[src/rtl/bitmap_pixel_fetch.sv]
// rtl/bitmap_pixel_fetch.sv - scanline pixel fetcher between an address stage and VRAM
//
// Walks one scanline column by column. For each column the external address
// stage turns x_out/y_out into a byte address (addr_in). The block reads the
// containing 16-bit halfword from VRAM, or reuses the buffered halfword when an
// 8bpp column falls in the same halfword, and presents the pixel on a
// valid/ready stream.
//
// Ports:
//   clock, reset                      clock and synchronous active-high reset
//   start, line_y, hmax,
//   bitmap_color, frame               line request, latched when start is accepted
//   x_out, y_out, hmax_out,
//   color_out, frame_out, addr_in     address-stage interface
//   vram_req, vram_addr, vram_ack,
//   vram_rdata, vram_rvalid           single-outstanding halfword read port
//   pix_valid, pix_ready, pix_data,
//   pix_is_palette, pix_x             pixel output stream
//   busy, done                        line status

module bitmap_pixel_fetch (
    input  logic        clock,
    input  logic        reset,
    input  logic        start,
    input  logic [7:0]  line_y,
    input  logic [9:0]  hmax,
    input  logic        bitmap_color,
    input  logic        frame,
    output logic [7:0]  x_out,
    output logic [7:0]  y_out,
    output logic [9:0]  hmax_out,
    output logic        color_out,
    output logic        frame_out,
    input  logic [16:0] addr_in,
    output logic        vram_req,
    output logic [15:0] vram_addr,
    input  logic        vram_ack,
    input  logic [15:0] vram_rdata,
    input  logic        vram_rvalid,
    output logic        pix_valid,
    input  logic        pix_ready,
    output logic [15:0] pix_data,
    output logic        pix_is_palette,
    output logic [7:0]  pix_x,
    output logic        busy,
    output logic        done
);

    typedef enum logic [2:0] {
        S_IDLE,
        S_DECIDE,
        S_REQ,
        S_WAIT,
        S_OUT
    } state_t;

    state_t      r_state;
    logic [7:0]  r_x;
    logic [7:0]  r_y;
    logic [9:0]  r_hmax;
    logic        r_color;
    logic        r_frame;
    logic [15:0] r_buf;
    logic [15:0] r_tag;
    logic        r_buf_valid;
    logic        r_bsel;
    logic        r_vram_req;
    logic [15:0] r_vram_addr;
    logic        r_pix_valid;
    logic [15:0] r_pix_data;
    logic        r_pix_pal;
    logic [7:0]  r_pix_x;
    logic        r_done;

    logic [7:0]  w_last;
    logic        w_hit;

    // Lines wider than 256 pixels are clipped at column 255 so x never wraps.
    assign w_last = (r_hmax[9:8] == 2'b00) ? r_hmax[7:0] : 8'hFF;

    // Only 8bpp pixels can share a halfword with their neighbour.
    assign w_hit = r_buf_valid && !r_color && (addr_in[16:1] == r_tag);

    always_ff @(posedge clock) begin
        if (reset) begin
            r_state     <= S_IDLE;
            r_x         <= 8'd0;
            r_y         <= 8'd0;
            r_hmax      <= 10'd0;
            r_color     <= 1'b0;
            r_frame     <= 1'b0;
            r_buf       <= 16'd0;
            r_tag       <= 16'd0;
            r_buf_valid <= 1'b0;
            r_bsel      <= 1'b0;
            r_vram_req  <= 1'b0;
            r_vram_addr <= 16'd0;
            r_pix_valid <= 1'b0;
            r_pix_data  <= 16'd0;
            r_pix_pal   <= 1'b0;
            r_pix_x     <= 8'd0;
            r_done      <= 1'b0;
        end else begin
            r_done <= 1'b0;
            case (r_state)
                S_IDLE: begin
                    if (start) begin
                        r_y         <= line_y;
                        r_hmax      <= hmax;
                        r_color     <= bitmap_color;
                        r_frame     <= frame;
                        r_x         <= 8'd0;
                        r_buf_valid <= 1'b0;
                        r_state     <= S_DECIDE;
                    end
                end
                S_DECIDE: begin
                    r_bsel <= addr_in[0];
                    if (w_hit) begin
                        r_pix_valid <= 1'b1;
                        r_pix_data  <= {8'h00, addr_in[0] ? r_buf[15:8] : r_buf[7:0]};
                        r_pix_x     <= r_x;
                        r_pix_pal   <= 1'b1;
                        r_state     <= S_OUT;
                    end else begin
                        r_vram_req  <= 1'b1;
                        r_vram_addr <= addr_in[16:1];
                        r_state     <= S_REQ;
                    end
                end
                S_REQ: begin
                    if (vram_ack) begin
                        r_vram_req <= 1'b0;
                        r_state    <= S_WAIT;
                    end
                end
                S_WAIT: begin
                    // vram_addr still holds the address of the read in flight.
                    if (vram_rvalid) begin
                        r_buf       <= vram_rdata;
                        r_tag       <= r_vram_addr;
                        r_buf_valid <= 1'b1;
                        r_pix_valid <= 1'b1;
                        r_pix_data  <= r_color ? vram_rdata
                                     : {8'h00, r_bsel ? vram_rdata[15:8] : vram_rdata[7:0]};
                        r_pix_x     <= r_x;
                        r_pix_pal   <= ~r_color;
                        r_state     <= S_OUT;
                    end
                end
                S_OUT: begin
                    if (pix_ready) begin
                        r_pix_valid <= 1'b0;
                        if (r_x == w_last) begin
                            r_done  <= 1'b1;
                            r_state <= S_IDLE;
                        end else begin
                            r_x     <= r_x + 8'd1;
                            r_state <= S_DECIDE;
                        end
                    end
                end
                default: r_state <= S_IDLE;
            endcase
        end
    end

    assign x_out          = r_x;
    assign y_out          = r_y;
    assign hmax_out       = r_hmax;
    assign color_out      = r_color;
    assign frame_out      = r_frame;
    assign vram_req       = r_vram_req;
    assign vram_addr      = r_vram_addr;
    assign pix_valid      = r_pix_valid;
    assign pix_data       = r_pix_data;
    assign pix_is_palette = r_pix_pal;
    assign pix_x          = r_pix_x;
    assign busy           = (r_state != S_IDLE);
    assign done           = r_done;

endmodule

[config.mk]
export PLATFORM = sky130hd
export DESIGN_NAME = bitmap_pixel_fetch
export DESIGN_NICKNAME = d
export VERILOG_FILES = /design/src/rtl/bitmap_pixel_fetch.sv
export SDC_FILE = /design/constraint.sdc
export NUM_CORES = 1
export LEC_CHECK = 0
export ABC_CLOCK_PERIOD_IN_PS = 2400
export CORE_MARGIN = 8
export CORE_UTILIZATION = 48
export DETAILED_ROUTE_END_ITERATION = 8
export PLACE_DENSITY = 0.79
export SKIP_LAST_GASP = 1
export SLEW_MARGIN = 20
export SYNTH_ARGS = -nofsm -noshare
export SYNTH_HDL_FRONTEND = slang
export SYNTH_SLANG_ARGS = --single-unit
[constraint.sdc]
create_clock -name clock -period 2.4 [get_ports clock]
set_input_delay 0.48 -clock clock [delete_from_list [all_inputs] [get_ports clock]]
set_output_delay 0.48 -clock clock [all_outputs]
set_load 0.01 [all_outputs]
-- Word level (Yosys, flattened, before mapping)
Cells that the tools add are included.
- flip-flop bits (word level): 109
- input port bits: 59
- output and inout port bits: 73
- logic and storage cells: 89
- add/subtract/negate cells: 1
- equal/unequal tests: 13
- mux-type cells: 33
- bitwise logic cells: 4
- reductions and logical operators: 21
- operators by type and width (kind ; count):
    $mux W8 ; 8
    $mux W16 ; 3
    $pmux W16 S2 ; 1
    $pmux W8 S2 ; 2
    $eq A16 B16 Y1 ; 1
    $mux W3 ; 5
    $pmux W3 S5 ; 1
    $ne A2 B2 Y1 const B ; 7
    $reduce_and A4 Y1 ; 3
    $mux W1 ; 9
    $reduce_and A3 Y1 ; 3
    $add A8 B1 Y8 const B ; 1
    $eq A8 B8 Y1 ; 1
    $reduce_bool A2 Y1 ; 4
    $eq A3 B2 Y1 const B ; 2
    $pmux W1 S2 ; 3
    $reduce_and A2 Y1 ; 3
    $reduce_bool A3 Y1 ; 2
    $not A1 Y1 ; 4
    $eq A3 B1 Y1 const B ; 1
    $eq A3 B3 Y1 const B ; 1
    $logic_not A3 Y1 ; 1
    $pmux W1 S3 ; 1
    $reduce_or A3 Y1 ; 1
    other kinds (3) ; 4

-- Depth between registers and ports, before layout
- depth in word-level cells: 6
- mapped depth: 8
- depth with buffers taken out: 6

-- Worst setup path after synthesis
OpenSTA, ideal clock, no wires.
- path kind: input port to flip-flop
- start: in addr_in[3]
- end: reg r_vram_addr[0], in the netlist vram_addr[0]
- setup time: 128 ps
- data arrival time: 1849 ps
- data required time: 2272 ps
- slack: 424 ps
- cell stages on the path: 8
- buffers on the path: 2
- cells stage by stage: xor2_1 > nor4_1 > nand4b_1 > o31ai_1 > buf_4 > buf_6 > mux2i_1 > nor2_1
- cells in the longest elaborated chain, start to end: 4
- ends and longest elaborated chain (what ; RTL line ; text):
    start, declared ; 34 ; input logic [16:0] addr_in,
    $eq A16 B16 Y1 ; 82 ; assign w_hit = r_buf_valid && !r_color && (addr_in[16:1] == r_tag);
    $logic_and A1 B1 Y1 ; 82 ;
    $not A1 Y1 (no line) ; - ;
    $reduce_and A2 Y1 (no line) ; - ;
    end signal, assigned ; 127 ; r_vram_addr <= addr_in[16:1];
    end, declared ; 68 ; logic [15:0] r_vram_addr;
No other way between the ends.
A chain may end at the register's enable or synchronous reset.

-- Worst setup path in the final report
Same ends and word-level chain as after synthesis.

==> results.yml <==
placement:
  place_hpwl_um: 9801
  gp_congestion: 0.8709
  place_ws_ns: -0.3167
  detailed_place.area_mm2: 0.006370
  portBuffers: 131
yosys:
  yosys_warnings: 0
  synth_top_cell_by_area: "dfxtp_1"
  ys_seq_area_share_pct: 44.54
  synthTopCellsByArea: "dfxtp_1 (45%), nand2_1 (10%), mux2i_1 (10%), a21oi_1 (6.7%), nand2b_1 (4.6%)"
  synth-seq-cells: 109
  async_flop_share_pct: 0
  synth.most_common_cell: "nand2_1"
  synth_area_mm2: 0.004900
  syn_avg_cell_area_um2: 8.506
  syn_nets: 636
  ys.flop_type: "dfxtp_1"
  synth_commonest_cells: "nand2_1 (135), dfxtp_1 (109), a21oi_1 (66)"
  synth.distinct_cells: 50
  synth-edff-count: 0
  synth_top_area_share_pct: 44.54
  syn-instance-count: 576
detailed_routing:
  route.detailed.drc: 0
  dr.pass1.iters: 4
  vias: 4503
  wire_per_inst_um: 15.90
  ant_nets: 0
  drtIter0Drc: 254
  viasPerCell: 5.361
  finalWirelength_um: 13360
status:
  status: "completed"
power_and_ir_drop:
  power_density_mw_per_mm2: 542.4
  ir_drop_mv: 0.2969
  p_leak_nw: 2.500
worst_setup_path:
  worstPathMaxFanout: 16
  worstPathRequired_ns: 2.63
  crit_slowest_cell: "clkdlybuf4s50_1"
  critPathMaxStageDelay_ns: 0.45
  worstPathCellList: "clkdlybuf4s50_1 -> xor2_1 -> nor4_2 -> nand4b_1 -> buf_4 -> o31ai_4 -> buf_12 -> mux2i_1 -> nor2_1"
  worstSetupStartpointType: "primary input"
  r2r_cells: 6
  worstSetupPathType: "in -> reg"
  endpoint_kind: "register"
  crit_arrival_ns: 2.54
sta:
  fin_ws_ns: 0.09341
  relSlewSlack_pct: 26.68
  clock_skew_ns: 0.01486
  finalCriticalPeriod_ns: 2.307
  fmax_ghz: 0.4335
  timing.final.crit_share_pct: 96.11
  slew_violations: 0
  setup_violations: 0
  max_slew.worst_pin.slew_ns: 1.098
  hold_viol: 0
floorplan:
  rows: 37
  die_height_um: 117.0
  dieArea_mm2: 0.01370
  dieWidth_um: 117.0
  coreArea_mm2: 0.01014
  io_pins: 132
  start_util_pct: 48.33
grt:
  grt_max_degree: 59
  grt_use_total_pct: 19.55
  antenna_found_initial: 0
  grt_pass1_wl_um: 21300
  grt.overflow.total: 0
  grt_pass1_vias: 4402
cts:
  cts_root_buf: "clkbuf_8"
  cts_hold_buf: 0
  clkLatencyLatePin_ns: 0.36
  clkSinkCount: 109
  cts.path.max_buffers: 2
  clk_pin_slew_ns: 0.10
  cts_max_level: 3
  postCtsSetupRepairBufs: 0
  cts_buffers: 9
  cts_tree: "built"
  cts_resized: 0
cells_and_area:
  fin_nets: 759
  n_antenna_cell: 0
  drive_above_1_share_pct: 7.102
  area_growth_pct: 34.09
  final_cell_area_mm2: 0.006570
flow_run:
  max_cap_viol_count: 0
hold_path:
  whs_path_depth: 2
  worst_hold_path_type: "reg -> reg"
[cells in the final DEF (no fill, tap or decap), types with 4 or more instances in the layout]
master / synthesis / final
or4_1: 5 / 5
buf_4: 2 / 19
o21ai_0: 5 / 5
clkinv_4: 0 / 4
clkdlybuf4s50_1: 0 / 130
dfxtp_1: 109 / 109
clkbuf_8: 0 / 9
nor2b_1: 9 / 9
a21oi_1: 66 / 66
xnor2_1: 6 / 6
mux2i_1: 49 / 49
nor3_1: 8 / 8
nor4_1: 8 / 7
nand2b_1: 36 / 36
a211oi_1: 11 / 11
a211o_1: 8 / 8
nor2_1: 27 / 27
nand2_1: 135 / 135
nand3_1: 5 / 5
xor2_1: 14 / 14
[through the flow]
stage,instances,power [mW],hold WS [ns],utilization [%],TNS (ns)
global route,840,3.727,0.4743,64.80,-0.004060
CTS,839,3.597,0.4609,64.63,0
global placement,823,2.551,0.4411,62.83,-8.922
finish,840,3.563,0.4609,64.80,0
floorplan,576,2.275,0.4318,-,0
detailed placement,823,2.569,0.4464,62.83,-11.35
[cell type report]
type                            instances  area [um^2]
Fill cell                             810         3568
Multi-Input combinational cell        428         2567
Sequential cell                       109         2182
Timing Repair Buffer                  150         1464
Tap cell                              136        170.2
Clock buffer                           10        127.6
Clock inverter                          6        55.05
Inverter                                1        3.754
[logic make-up (layout without fill, tap and decap cells)]
logic type	after synthesis	in the layout	share of synthesized area, %
AND/OR/NAND/NOR	253	254	24.36
flip-flops	109	109	44.54
AO/OA/AOI/OAI	104	104	13.46
multiplexers	49	49	10.01
buffers and inverters	40	167	3.805
XOR/XNOR	20	20	3.575
adder cells (fa/ha/maj)	1	1	0.2553
[state kept, by name, summed over array words and instances, names as in the netlist, 3 cells and up]
register and flops:
r_state 3, x_out 8, hmax_out 10, r_tag 16
pix_data 16, r_buf 16, pix_x 8, y_out 8
vram_addr 16
[critical path, delay by kind of cell]
kind                   cells  cell delay, ns
AND/OR/NAND/NOR            3            0.55
AO/OA/AOI/OAI              1            0.28
multiplexers               1            0.21
buffers and inverters      3            0.84
XOR/XNOR                   1            0.17
[power by group]
group	leakage, nW	switching [mW]	internal [mW]	total, mW
clock	0.0929	0.637	0.397	1.03
sequential	0.883	0.0558	1.87	1.92
combinational	1.52	0.295	0.313	0.608
[layer usage]
| layer | vias to the layer above | track usage [%] | share of wire, % |
|---|---|---|---|
| met5 | - | 0 | 0 |
| met4 | 0 | 7.765 | 2.6 |
| met3 | 29 | 3.540 | 5.6 |
| met2 | 144 | 34.12 | 50 |
| met1 | 2117 | 23.26 | 42 |
| li1 | 2213 | - | - |
[path summary, 6_finish.rpt]
| check | startpoint | end | slack (ns) |
|---|---|---|---|
| worst max-delay path | addr_in[3] | vram_addr[0]$_SDFFE_PP0P_ | 0.09 |
| worst min-delay path | pix_valid$_SDFFE_PP0P_ | pix_valid$_SDFFE_PP0P_ | 0.46 |
| worst max register to register | hmax_out[8]$_SDFFE_PP0P_ | r_state[0]$_SDFFE_PP0P_ | 0.29 |
| worst min register to register | pix_valid$_SDFFE_PP0P_ | pix_valid$_SDFFE_PP0P_ | 0.46 |
No activity file was read; power rests on OpenSTA's default activity.
